<file path="src/rtl/char_buf_writer.sv">
// char_buf_writer: text-cursor engine turning an ASCII byte stream into character-buffer cell writes
// Ports: clk/rst (async active-high); in_char/in_val/in_rdy byte handshake;
// wr_en/wr_addr/wr_data cell write strobe (row*COLS+col); cur_col/cur_row cursor; busy while clearing.
// Optional: define CHAR_BUF_WRITER_BKSP_EN to enable 0x08 backspace (erase left, no row wrap).
module char_buf_writer #(
    parameter int COLS = 80,
    parameter int ROWS = 60,
    localparam int CW = $clog2(COLS),
    localparam int RW = $clog2(ROWS),
    localparam int AW = $clog2(COLS * ROWS)
) (
    input  logic          clk,
    input  logic          rst,
    input  logic [7:0]    in_char,
    input  logic          in_val,
    output logic          in_rdy,
    output logic          wr_en,
    output logic [AW-1:0] wr_addr,
    output logic [7:0]    wr_data,
    output logic [CW-1:0] cur_col,
    output logic [RW-1:0] cur_row,
    output logic          busy
);
`ifdef CHAR_BUF_WRITER_BKSP_EN
    localparam bit BKSP = 1'b1;
`else
    localparam bit BKSP = 1'b0;
`endif
    typedef enum logic [1:0] {IDLE, CLR_LINE, CLR_ALL} state_t;
    state_t state, state_n;
    logic [AW-1:0] clr_cnt, cnt_n, addr_n, row_base;
    logic [CW-1:0] col_n;
    logic [RW-1:0] row_n;
    logic [7:0]    data_n;
    logic          we_n, brk;
    assign in_rdy   = state == IDLE;
    assign busy     = !in_rdy;
    assign row_base = AW'(cur_row) * AW'(COLS);
    always_comb begin
        state_n = state;
        col_n   = cur_col;
        row_n   = cur_row;
        cnt_n   = clr_cnt;
        we_n    = 1'b0;
        addr_n  = wr_addr;
        data_n  = 8'h20;
        brk     = 1'b0;
        case (state)
            IDLE: if (in_val) begin
                if (in_char >= 8'h20 && in_char <= 8'h7E) begin
                    we_n   = 1'b1;
                    addr_n = row_base + AW'(cur_col);
                    data_n = in_char;
                    brk    = cur_col == CW'(COLS - 1);
                    col_n  = brk ? cur_col : cur_col + CW'(1);
                end else if (in_char == 8'h0A) begin
                    brk = 1'b1;
                end else if (in_char == 8'h0D) begin
                    col_n = '0;
                end else if (in_char == 8'h0C) begin
                    col_n   = '0;
                    row_n   = '0;
                    cnt_n   = '0;
                    state_n = CLR_ALL;
                end else if (BKSP && in_char == 8'h08 && cur_col != '0) begin
                    col_n  = cur_col - CW'(1);
                    we_n   = 1'b1;
                    addr_n = row_base + AW'(col_n);
                end
                if (brk) begin
                    col_n   = '0;
                    row_n   = cur_row == RW'(ROWS - 1) ? '0 : cur_row + RW'(1);
                    cnt_n   = '0;
                    state_n = CLR_LINE;
                end
            end
            CLR_LINE: begin
                we_n    = 1'b1;
                addr_n  = row_base + clr_cnt;
                cnt_n   = clr_cnt + AW'(1);
                state_n = clr_cnt == AW'(COLS - 1) ? IDLE : CLR_LINE;
            end
            CLR_ALL: begin
                we_n    = 1'b1;
                addr_n  = clr_cnt;
                cnt_n   = clr_cnt + AW'(1);
                state_n = clr_cnt == AW'(COLS * ROWS - 1) ? IDLE : CLR_ALL;
            end
            default: begin
                state_n = CLR_ALL;
                cnt_n   = '0;
            end
        endcase
    end
    always_ff @(posedge clk or posedge rst) begin
        if (rst) begin
            state   <= CLR_ALL;
            cur_col <= '0;
            cur_row <= '0;
            clr_cnt <= '0;
            wr_en   <= 1'b0;
            wr_addr <= '0;
            wr_data <= '0;
        end else begin
            state   <= state_n;
            cur_col <= col_n;
            cur_row <= row_n;
            clr_cnt <= cnt_n;
            wr_en   <= we_n;
            wr_addr <= addr_n;
            wr_data <= data_n;
        end
    end
endmodule

</file>
<file path="config.mk">
export PLATFORM = sky130hd
export DESIGN_NAME = char_buf_writer
export DESIGN_NICKNAME = d
export VERILOG_FILES = /design/src/rtl/char_buf_writer.sv
export SDC_FILE = /design/constraint.sdc
export NUM_CORES = 1
export LEC_CHECK = 0
export CORE_MARGIN = 2
export CORE_UTILIZATION = 45
export CTS_BUF_LIST = sky130_fd_sc_hd__clkbuf_4
export DETAILED_ROUTE_END_ITERATION = 10
export HOLD_SLACK_MARGIN = 0.06
export PLACE_DENSITY = 0.71
export SYNTH_ARGS = -nofsm -noshare
export SYNTH_HDL_FRONTEND = slang
export SYNTH_SLANG_ARGS = --single-unit
</file>
<file path="constraint.sdc">
create_clock -name clk -period 2.9 [get_ports clk]
set_input_delay 0.29 -clock clk [delete_from_list [all_inputs] [get_ports clk]]
set_output_delay 0.29 -clock clk [all_outputs]
set_load 0.1 [all_outputs]
</file>
==> metrics.txt <==
status=complete, no violations; pre-CTS setup slack=0.0873 ns; ANT nets after route=0; post-DP HPWL=6300 um; syn_area_per_cell=9.36 um^2; clock share of power=14.0%; pin count of the biggest net entering global routing=37; Final setup violation count=0; mapped cell area=3300 um^2; unique cell type count in the Yosys netlist=57; Post-synth EDFFs=0; core area=7180 um^2; initial antenna violation count=0; cell count after synthesis=353; Clock Sinks=50; area leader, netlist=dfrtp_1; part of the Yosys area used for sequential elements=37.9%; GRT Residual Overflow=0; Via density=5.86; NetSw=1.24 mW; commonest non-fill, non-tap cell in the layout=buf_4; internal cell power=1.21 mW; Max H-tree Level=2; critical path class=flop to flop; DRT Pass-1 Iters=4; clk_lat worst skew=0.37 ns; Final Hold Fails=0; vias in the first global route=2917; Tmin final=2.77 ns; post-layout instance area=3960 um^2; Ant. Diodes=0; Pleak=1.93 nW; Die Ht=89.7 um; WL/cell=16.9 um; R2R cell count=10; Comb pwr share=47.0%; Slew headroom=60.3%; Post-Route WL=8550 um; CTS tree=done; Worst-path clk slew=0.16 ns; placed cell area=3880 um^2; row count=31; DR DRC count=0; synth top area cells=dfrtp_1, ha_1, nor2_1; first-pass GRT wire length=14100 um; fin util=55.2%; initial core utilization=46.1%; maximum root-to-sink buffer count=2; MaxCap Viol Count=0; Slew Limit Fails=0; Sw Ratio=50.7%; crit-path max FO=3; Yosys Warn Count=0; Hold WC Path Type=primary input to asynchronous set/reset pin; global placer's final weighted congestion=0.864; P&R area growth vs syn=19.8%; Arr. time, crit path=3.04 ns; Power Total=2.46 mW; gr usage total=22.6%; Pwr Density=620 nW/um^2; worst vdd ir=0.000737 V; TritonCTS Buffers=5; Final Worst Setup Slack=0.133 ns; Via Count=2973; # IOs=48; share of layout cells above drive strength 1=20.8%; die extent in x=89.7 um; Fin Setup TNS=0 ns; commonest register cell after synthesis=dfrtp_1; Worst Skew=0.00787 ns; Worst Setup End Kind=flop; Die ar.=8040 um^2; Fmax=361 MHz; fin crit share=95.4%; Flop pwr share=39.0%; CP Data Required Time=3.18 ns; Initial DRC Count=186; Mapped Nets=389; startpoint types=flop; nets@finish=443; post-synthesis register bit count=50; Yosys top cell area share=37.1%; Worst-Margin Slew=0.596 ns; Hold Buf Count CTS=0; port bufs=47; most frequent cells in the layout=buf_4, dfrtp_1, nor2_1; ys async rst share=100%; clock root buffer=clkbuf_4
power by group through the flow:
stage               combinational [mW]  clock [mW]  sequential [mW]
global placement                  1.13           0            0.968
floorplan                        0.380           0             1.46
global route                      1.23       0.383            0.978
CTS                               1.15       0.355            0.956
detailed placement                1.15           0            0.969
finish                            1.15       0.345            0.958
stage by stage:
step | cells | hold WS, ns
after floorplan | 353 | 0.398
after global placement | 497 | 0.487
after detailed placement | 497 | 0.496
after CTS | 505 | 0.179
after global routing | 507 | 0.188
final | 507 | 0.180
cell families after synthesis:
| family | count (synthesis) | synth area share [%] |
|---|---|---|
| flops | 50 | 37.9 |
| buf+inv | 27 | 3.26 |
| fa+ha+maj | 25 | 9.92 |
| compound gates | 96 | 22.2 |
| mux | 7 | 2.23 |
| xor+xnor | 14 | 3.71 |
| simple gates | 133 | 20.7 |
| other cells | 1 | 0.113 |
per-layer routing:
metal  global-route usage, %  part of all wire [%]  routed length, um
met5                       0                     0                  0
met4                    7.87                   2.0                174
met3                    4.20                   4.8                414
met2                    36.5                    47               4020
met1                    30.6                    46               3940
final cells by class:
class                           count  area (um^2)
Clock buffer                        6         45.0
Fill cell                         651         3220
Multi-Input combinational cell    276         1980
Sequential cell                    50         1260
Timing Repair Buffer               62          490
Clock inverter                      2         13.8
Tap cell                           99          124
Inverter                           12         45.0
critical path, cell delays in order, from the launching register on:
cell and delay, ns:
dfstp_2 0.57, inv_1 0.07, ha_2 0.19, mux2_2 0.27, ha_1 0.20, fa_1 0.42, a21oi_2 0.20, o211ai_1 0.13
or3_1 0.32, a32oi_1 0.21, a21oi_1 0.09
state kept, by name, indices dropped and copies added (netlist names):
register	cells
cur_col	7
wr_addr	13
clr_cnt	13
wr_data	8
wr_en	1
cur_row	6
state	2
final timing paths:
check                                 from          end  slack [ns]
worst max-delay path              state[1]  wr_addr[10]        0.13
worst min-delay path                   rst  wr_addr[11]        0.18
max in group asynchronous              rst     state[1]        1.90
worst max register to register    state[1]  wr_addr[10]        0.13
worst min register to register  wr_addr[9]   wr_addr[9]        0.52
min in group clk                wr_addr[9]   wr_addr[9]        0.52
Yosys cell counts (5+ instances only):
library cell and n:
nand3_1 15, inv_1 11, nor2_1 39, a32o_1 6, ha_1 23, o211ai_1 10
dfrtp_1 49, xor2_1 10, nand4_1 5, a21oi_1 9, clkbuf_1 11, o2bb2ai_1 7
o21ai_0 15, nand2_1 20, nand2b_1 6, or3_1 5, and3_1 17, nor3_1 7
and2_1 9, a22oi_1 5, a221oi_1 10
repair_timing:
action	4_1_cts	5_1_grt
endpoints found under the setup margin	0	3
resized for setup	0	3
buffers inserted	0	2
Note: power is estimated with default switching activity, not from simulation.
